**src/rtl/riscv_pkg.sv**
```systemverilog
// Shared RISC-V front-end definitions: datapath widths, reset PC and the fetch-queue entry layout.
package riscv_pkg;

  localparam int XLEN = 64;
  localparam int ILEN = 32;
  localparam logic [XLEN-1:0] RESET_PC = 64'h0;

  typedef struct packed {
    logic [XLEN-1:0] pc;
    logic [ILEN-1:0] instr;
    logic            filled;
  } fq_entry_t;

  // Instructions are word aligned; the two low address bits are forced to zero.
  function automatic logic [XLEN-1:0] align_pc(input logic [XLEN-1:0] pc);
    return {pc[XLEN-1:2], 2'b00};
  endfunction

endpackage

```
**src/rtl/fetch_queue_chk.sv**
```systemverilog
// Protocol checker for the fetch queue: flags a memory response when nothing is outstanding.
module fetch_queue_chk #(
  parameter int PW = 3
) (
  input logic          clk,
  input logic          rst,
  input logic          rsp_valid,
  input logic [PW-1:0] alloc_ptr,
  input logic [PW-1:0] fill_ptr,
  input logic [PW-1:0] drop_cnt
);

  // A response is only legal while a live request or a discarded one is pending.
  rsp_has_owner: assert property (@(posedge clk) disable iff (rst)
    !(rsp_valid && (alloc_ptr == fill_ptr) && (drop_cnt == '0)))
    else $error("fetch_queue protocol violation: response with no request outstanding");

endmodule

```
**src/rtl/fetch_queue.sv**
```systemverilog
// In-order instruction fetch queue: sequential PC generation, multi-cycle imem port, and
// pc/instr buffering toward decode with redirect flush and stale-response discarding.
module fetch_queue
  import riscv_pkg::*;
#(
  parameter int              XLEN     = riscv_pkg::XLEN,
  parameter int              ILEN     = riscv_pkg::ILEN,
  parameter int              DEPTH    = 4,
  parameter logic [XLEN-1:0] RESET_PC = riscv_pkg::RESET_PC
) (
  input  logic                     clk,
  input  logic                     rst,
  input  logic                     redirect_valid_i,
  input  logic [XLEN-1:0]          redirect_pc_i,
  output logic                     imem_req_valid_o,
  input  logic                     imem_req_ready_i,
  output logic [XLEN-1:0]          imem_addr_o,
  input  logic                     imem_rsp_valid_i,
  input  logic [ILEN-1:0]          imem_rsp_data_i,
  output logic                     id_valid_o,
  input  logic                     id_ready_i,
  output logic [XLEN-1:0]          id_pc_o,
  output logic [ILEN-1:0]          id_instr_o,
  output logic [$clog2(DEPTH):0]   count_o
);

  localparam int              IW      = $clog2(DEPTH);
  localparam int              PW      = IW + 1;
  localparam logic [PW-1:0]   PTR_ONE = PW'(1'b1);
  localparam logic [PW:0]     DEPTH_W = (PW+1)'(DEPTH);
  localparam logic [XLEN-1:0] PC_STEP = XLEN'(3'd4);

  fq_entry_t       entries [DEPTH];
  logic [PW-1:0]   alloc_ptr;
  logic [PW-1:0]   fill_ptr;
  logic [PW-1:0]   head_ptr;
  logic [PW-1:0]   drop_cnt;
  logic [XLEN-1:0] fetch_pc;

  logic [PW-1:0]   count;
  logic [PW:0]     pending;
  logic            req_fire;
  logic            pop;
  fq_entry_t       head_entry;

  assign count      = alloc_ptr - head_ptr;
  // Discarded responses still occupy memory-side slots, so they count against capacity.
  assign pending    = {1'b0, count} + {1'b0, drop_cnt};
  assign head_entry = entries[head_ptr[IW-1:0]];

  assign imem_req_valid_o = !rst && !redirect_valid_i && (pending < DEPTH_W);
  assign imem_addr_o      = fetch_pc;
  assign req_fire         = imem_req_valid_o && imem_req_ready_i;

  assign id_valid_o = head_entry.filled && !redirect_valid_i;
  assign id_pc_o    = head_entry.pc;
  assign id_instr_o = head_entry.instr;
  assign pop        = id_valid_o && id_ready_i;
  assign count_o    = count;

  // Queue storage, pointers, drop counter and fetch PC.
  always_ff @(posedge clk or posedge rst) begin
    if (rst) begin
      for (int i = 0; i < DEPTH; i++) begin
        entries[i] <= '0;
      end
      alloc_ptr <= '0;
      fill_ptr  <= '0;
      head_ptr  <= '0;
      drop_cnt  <= '0;
      fetch_pc  <= RESET_PC;
    end else if (redirect_valid_i) begin
      for (int i = 0; i < DEPTH; i++) begin
        entries[i] <= '0;
      end
      alloc_ptr <= '0;
      fill_ptr  <= '0;
      head_ptr  <= '0;
      // Every request issued but not yet answered becomes a response to throw away.
      drop_cnt  <= drop_cnt + (alloc_ptr - fill_ptr) - PW'(imem_rsp_valid_i);
      fetch_pc  <= align_pc(redirect_pc_i);
    end else begin
      if (pop) begin
        entries[head_ptr[IW-1:0]] <= '0;
        head_ptr <= head_ptr + PTR_ONE;
      end else begin
        head_ptr <= head_ptr;
      end
      if (req_fire) begin
        entries[alloc_ptr[IW-1:0]].pc     <= fetch_pc;
        entries[alloc_ptr[IW-1:0]].instr  <= '0;
        entries[alloc_ptr[IW-1:0]].filled <= 1'b0;
        alloc_ptr <= alloc_ptr + PTR_ONE;
        fetch_pc  <= fetch_pc + PC_STEP;
      end else begin
        alloc_ptr <= alloc_ptr;
        fetch_pc  <= fetch_pc;
      end
      if (imem_rsp_valid_i && (drop_cnt != '0)) begin
        drop_cnt <= drop_cnt - PTR_ONE;
      end else if (imem_rsp_valid_i) begin
        entries[fill_ptr[IW-1:0]].instr  <= imem_rsp_data_i;
        entries[fill_ptr[IW-1:0]].filled <= 1'b1;
        fill_ptr <= fill_ptr + PTR_ONE;
      end else begin
        drop_cnt <= drop_cnt;
        fill_ptr <= fill_ptr;
      end
    end
  end

  fetch_queue_chk #(
    .PW (PW)
  ) u_chk (
    .clk       (clk),
    .rst       (rst),
    .rsp_valid (imem_rsp_valid_i),
    .alloc_ptr (alloc_ptr),
    .fill_ptr  (fill_ptr),
    .drop_cnt  (drop_cnt)
  );

endmodule

```
**config.mk**
```make
export PLATFORM = sky130hd
export DESIGN_NAME = fetch_queue
export DESIGN_NICKNAME = d
export VERILOG_FILES = /design/src/rtl/riscv_pkg.sv /design/src/rtl/fetch_queue_chk.sv /design/src/rtl/fetch_queue.sv
export SDC_FILE = /design/constraint.sdc
export NUM_CORES = 1
export LEC_CHECK = 0
export BUFFER_PORTS_ARGS = -buffer_cell sky130_fd_sc_hd__buf_4
export CAP_MARGIN = 20
export CORE_UTILIZATION = 34
export CTS_CLUSTER_SIZE = 30
export DETAILED_ROUTE_END_ITERATION = 10
export GPL_ROUTABILITY_DRIVEN = 0
export PLACE_DENSITY_LB_ADDON = 0.15
export SYNTH_ARGS = -nofsm -noshare
export SYNTH_HDL_FRONTEND = slang
export SYNTH_SLANG_ARGS = --single-unit
export TNS_END_PERCENT = 10
```
**constraint.sdc**
```tcl
create_clock -name clk -period 14.3 [get_ports clk]
set_clock_uncertainty 0.05 [all_clocks]
set_input_delay 0 -clock clk [delete_from_list [all_inputs] [get_ports clk]]
set_output_delay 0 -clock clk [all_outputs]
set_load 0.05 [all_outputs]
```
# Word-level counts from Yosys, hierarchy flattened
# Index checks and enable logic that the tools add are counted.
[totals] register_bits=464 out_inout_bits=165
[op_classes] add_sub_neg=10 order_cmp=7 eq_ne=1 n_mux=38 bitwise=5 reduce_logical=17
[ops] operator="2-to-1 mux 388 bit" n=7
[ops] operator="bitwise mux 388 bit" n=5
[ops] operator="demux 97 bit (select 2 bit)" n=6
[ops] operator="bitwise AND 388 bit" n=1
[ops] operator="2-to-1 mux 97 bit" n=4
[ops] operator="inverter 388 bit" n=1
[ops] operator="binary-select mux 97 bit (select 2 bit)" n=1
[ops] operator="2-to-1 mux 64 bit" n=2
[ops] operator="2-to-1 mux 33 bit" n=2
[ops] operator="adder 64 x 3 -> 64 bit (second input constant)" n=1
[ops] operator="2-to-1 mux 3 bit" n=9
[ops] operator="adder 3 x 1 -> 3 bit (second input constant)" n=3
[ops] operator="greater-or-equal comparator 3 bit (second input constant)" n=3
[ops] operator="logical AND 1 bit" n=9
[ops] operator="< comparator 3 x 1 -> 1 bit (second input constant)" n=3
[ops] operator="inverter 2 -> 3 bit" n=3
[ops] operator="nonzero test 2 bit" n=4
[ops] operator="subtractor 3 bit" n=2
[ops] operator="adder 3 x 3 -> 4 bit" n=1
[ops] operator="< comparator 4 x 3 -> 1 bit (second input constant)" n=1
[ops] operator="adder 3 bit" n=1
[ops] operator="nonzero test 3 bit" n=1
[ops] operator="subtractor 3 x 1 -> 3 bit" n=1
[ops] operator="subtractor 3 x 1 -> 3 bit (second input constant)" n=1
[ops] operator="4 further kinds" n=6

# Logic depth before layout (Yosys ltp)
[depth] depth_word=19 mapped_depth=15 ltp_nobuf=13

# Worst setup path after synthesis
# OpenSTA, ideal clock, no wires.
[synth_timing] kind="flip-flop to flip-flop" startpoint="reg head_ptr[1]" endpoint="reg fetch_pc[63], in the netlist imem_addr_o[63]" arrival_ns=4.221 required_time_ns=14.119 slack_ns=9.898 stages_incl_launch_ff=15 path_buffers=5 synth_period_minus_slack_ns=4.402 cell_sequence="dfrtp_1 > clkbuf_1 > buf_1 > inv_1 > fa_1 > xor2_1 > xnor2_1 > ha_1 > nor2_1 > and4_1 > buf_2 > buf_4 > buf_2 > o21ai_0 > or3_1"
[synth_between] elab_chain_cells=6
[synth_lines] element="start: declaration" line="fetch_queue.sv:36" rtl="logic [PW-1:0] head_ptr;"
[synth_lines] element="start signal: assignment" line="fetch_queue.sv:85" rtl="head_ptr <= head_ptr + PTR_ONE;"
[synth_lines] element="start signal: assignment" line="fetch_queue.sv:87" rtl="head_ptr <= head_ptr;"
[synth_lines] element="subtractor 3 bit" line="fetch_queue.sv:46" rtl="assign count = alloc_ptr - head_ptr;"
[synth_lines] element="named net count_o[2]" line="fetch_queue.sv:24" rtl="output logic [$clog2(DEPTH):0] count_o"
[synth_lines] element="adder 3 x 3 -> 4 bit" line="fetch_queue.sv:48" rtl="assign pending = {1'b0, count} + {1'b0, drop_cnt};"
[synth_lines] element="< comparator 4 x 3 -> 1 bit" line="fetch_queue.sv:51" rtl="assign imem_req_valid_o = !rst && !redirect_valid_i && (pending < DEPTH_W);"
[synth_lines] element="logical AND 1 bit" line="fetch_queue.sv:51"
[synth_lines] element="logical AND 1 bit" line="fetch_queue.sv:53" rtl="assign req_fire = imem_req_valid_o && imem_req_ready_i;"
[synth_lines] element="nonzero test 2 bit (no line)"
[synth_lines] element="end signal: assignment" line="fetch_queue.sv:81" rtl="fetch_pc <= align_pc(redirect_pc_i);"
[synth_lines] element="end signal: assignment" line="fetch_queue.sv:94" rtl="fetch_pc <= fetch_pc + PC_STEP;"
[synth_lines] element="end signal: assignment" line="fetch_queue.sv:97" rtl="fetch_pc <= fetch_pc;"
[synth_lines] element="end: declaration" line="fetch_queue.sv:38" rtl="logic [XLEN-1:0] fetch_pc;"
# The timed path passes the listed nets, and every way through them passes these cells.
# A chain may end at the register's enable or synchronous reset.

# Worst setup path after layout
[layout_timing] startpoint="reg head_ptr[0]" endpoint="reg fetch_pc[46], in the netlist imem_addr_o[46]"
[layout_between] elab_chain_cells=6
[layout_lines] element="subtractor 3 bit" line="fetch_queue.sv:46"
[layout_lines] element="adder 3 x 3 -> 4 bit" line="fetch_queue.sv:48"
[layout_lines] element="< comparator 4 x 3 -> 1 bit" line="fetch_queue.sv:51"
[layout_lines] element="logical AND 1 bit" line="fetch_queue.sv:51"
[layout_lines] element="logical AND 1 bit" line="fetch_queue.sv:53"
[layout_lines] element="nonzero test 2 bit (no line)"
# No other way between the ends.

==> impl_results.md <==
* Status: completed
* Skew-Pair Late Insertion Delay at about 0.62 ns
* Crit-path cells: ha_1, inv_1, fa_1, xor2_1, xnor2_1, ha_1, nor2_1, and4_2, buf_4, nand3_1, or2_1, o311ai_0
* Seq cells post-synth at 462
* Max incr delay on CP at 0.84 ns
* Num ports at around 270
* Vias/cell at 5.70
* Fillers at between 6000 and 7000
* Final Util at 0.423
* Iteration-0 DRC Markers at between 1500 and 2000
* Worst slew margin at 0.183
* Most used cell, CP: ha_1
* Die width at about 260 um
* Primary FF master, synth: dfrtp_1
* # hold bufs at CTS at 100
* H-tree levels at 2
* Vias in the first global route at between 15000 and 20000
* Min cycle time layout at approximately 4.7 ns
* Crit. End Element: flop
* Arr. time, crit path at between 5 and 6 ns
* FP Rows at 94
* R2R cell count at 12
* EDFF count, synth at 0
* LEAKAGE at about 12 nW
* Power Total at about 0.0035 W
* Area Overhead vs Synth at 23.1%
* Register area share after synthesis at 0.512
* CTS Buf Count at 55
* CTS root buffer: clkbuf_16
* Hold Worst Slack at between 0.09 and 0.1 ns
* Dpl hpwl at 45100 um
* Syn_area_per_cell at approximately 11 sq um
* Peak supply drop at 0.0877 mV
* Antenna Nets Post-Route at 0
* Post-cts repair resize count at 0
* First-pass GRT wire length at about 120000 um
* Synth Warn # at 0
* Routed length per instance at between 20 and 25 um
* Hold Path Stages at 4
* DR DRC count at 0
* RSZ-0062 raised after global routing: false
* Fmax at between 200 and 250 MHz
* Crit path required time at 14.74 ns
* Setup TNS at 0 ns
* Die ar. at slightly below 70000 sq um
* Global router's overall resource usage at 0.232
* Worst Path Max Fanout at 56
* Reg2reg start: head_ptr[0]
* First drt pass iteration count at 7
* CTS Sinks at about 460
* Hold Path Class: input pin to flop
* Core box area at ~66000 sq um
* Period Utilization, post-route at 0.331
* Fin. max-slew vios at 0
* PwrDens at 127 nW/um^2
* Max-Cap Viols at 0
* Port Buffer Count at 262
* Setup Buffers After CTS at 0
* Hold Startpoint: redirect_pc_i[12]
* Starting density of the core at 0.344
* Worst slack, placed at roughly 9.5 ns
* Via total after detailed routing at between 15000 and 20000
* CTS tree: built
* Post-Synthesis Cells at 2135
* Final setup violation count at 0
* Remaining Overflow, GRT at 0
* Cell variety after synth at between 60 and 70
* Synth async-reset ratio at 1.00
* Layout cells sized above 1 at 0.216
* Die H at approximately 260 um
* Worst-path clk slew at 0.06 ns
* Max Root-Sink Buffers at 3
* Setup CP Type: flop to flop
* Worst setup SP type: flop
* Netlist Area Pre-Place at about 23000 sq um
* Fin. Hold Viols at 0
* Largest net degree at the start of global routing at 200
* Slowest cell on crit path: dfrtp_4
* # nets final at 2480
* Final WS setup at between 9 and 10 ns
* Worst Setup SP: head_ptr[0]
* Final wirelength at roughly 80000 um
* Initial antenna violation count at 9
* Worst-Margin Slew at 1.23 ns
## logic make-up after synthesis
| logic type | count (synthesis) | share of synthesized area |
|---|---|---|
| AOI/OAI and AO/OA | 508 | 0.159 |
| muxes | 105 | 0.100 |
| buffers and inverters | 265 | 0.0515 |
| and+or+nand+nor | 746 | 0.153 |
| DFF | 462 | 0.512 |
| xor gates and xnor gates | 24 | 0.00931 |
| adders and majority gates | 24 | 0.0150 |
| other | 1 | 0.000166 |
## critical path: cells and delay by family, from the launching register on
kind | cells | cell delay (ns)
AND/OR/NAND/NOR | 4 | 1.37
adder cells (fa/ha/maj) | 3 | 0.92
AO/OA/AOI/OAI | 1 | 0.35
flip-flops | 1 | 0.84
buffers and inverters | 2 | 0.63
XOR/XNOR | 2 | 0.37
## area by class of cell
class / instances / area, sq um / area share
antenna: 2 / 5.00 / 0.000180
clock buffer: 86 / 1680 / 0.0605
clock inverter: 13 / 108 / 0.00387
inverter: 26 / 105 / 0.00378
multi-input combinational: 1409 / 9900 / 0.356
sequential: 462 / 11600 / 0.416
tap: 864 / 1080 / 0.0389
timing repair buffer: 400 / 3360 / 0.121
## sequential cells by signal, indices dropped and copies added (netlist names)
signal / flops
entries: 388
fill_ptr: 3
drop_cnt: 3
alloc_ptr: 3
head_ptr: 3
imem_addr_o: 62
## cells in the mapped netlist (9+ instances only)
cell type  instances  area share
dfrtp_1          462        0.51
nor2_1           283       0.047
a22oi_1          250       0.083
nand2_1          193       0.032
clkbuf_1         141       0.023
nand3_1          132       0.029
a21oi_1          116       0.026
mux4_2            97       0.097
buf_2             62       0.014
a22o_1            37       0.014
o21ai_0           34      0.0075
and3_1            31      0.0086
nand4_1           28      0.0078
inv_1             26      0.0043
o211ai_1          20      0.0066
ha_1              19       0.011
buf_4             17      0.0057
o311ai_0          14      0.0054
buf_1             13      0.0022
nor4_1            13      0.0036
and2_1            12      0.0033
xnor2_1           12      0.0047
xor2_1            12      0.0047
nor3_1             9      0.0020
or4_1              9      0.0030
## power by group
| group | internal, W | total [W] | switching, W |
|---|---|---|---|
| Clock | 0.000820 | 0.00139 | 0.000565 |
| Combinational | 0.000229 | 0.000685 | 0.000456 |
| Sequential | 0.00136 | 0.00147 | 0.000104 |
## layout by cell type (no fill, tap or decap), drive strengths merged, types with 14 or more instances in the layout
cell / synthesis / final
nor2: 283 / 283
mux4: 97 / 97
a21oi: 116 / 116
nor4: 17 / 17
nand3: 132 / 132
and3: 32 / 32
dfrtp: 462 / 462
nand2: 193 / 193
a22o: 37 / 37
o211ai: 20 / 20
nand4: 32 / 32
clkbuf: 144 / 86
ha: 19 / 19
o21ai: 34 / 34
dlygate4sd3: 0 / 101
a22oi: 253 / 253
buf: 95 / 299
o311ai: 14 / 14
inv: 26 / 29
## per-stage QoR
step | area (sq um) | instances
4_1_cts | 27700 | 3255
3_5_place_dp | 24900 | 3056
2_1_floorplan | 22600 | 2136
3_3_place_gp | 24900 | 3056
6_report | 27800 | 3262
5_1_grt | 27800 | 3262
## final timing paths
check	end	slack, ns
max	imem_addr_o[46]	9.57
min	imem_addr_o[12]	0.1
max reg2reg	imem_addr_o[46]	9.57
min reg2reg	entries[122]	0.45
max in group asynchronous	entries[298]	11.95
min in group asynchronous	imem_addr_o[5]	0.52
## metal layers
metal | GRT usage | vias up | wire (um)
met5 | 0 | - | 85
met4 | 0.0703 | 14 | 1920
met3 | 0.0493 | 124 | 5220
met2 | 0.372 | 679 | 37400
met1 | 0.313 | 9565 | 33600
li1 | - | 8212 | -
Note: power is estimated with default switching activity, not from simulation.
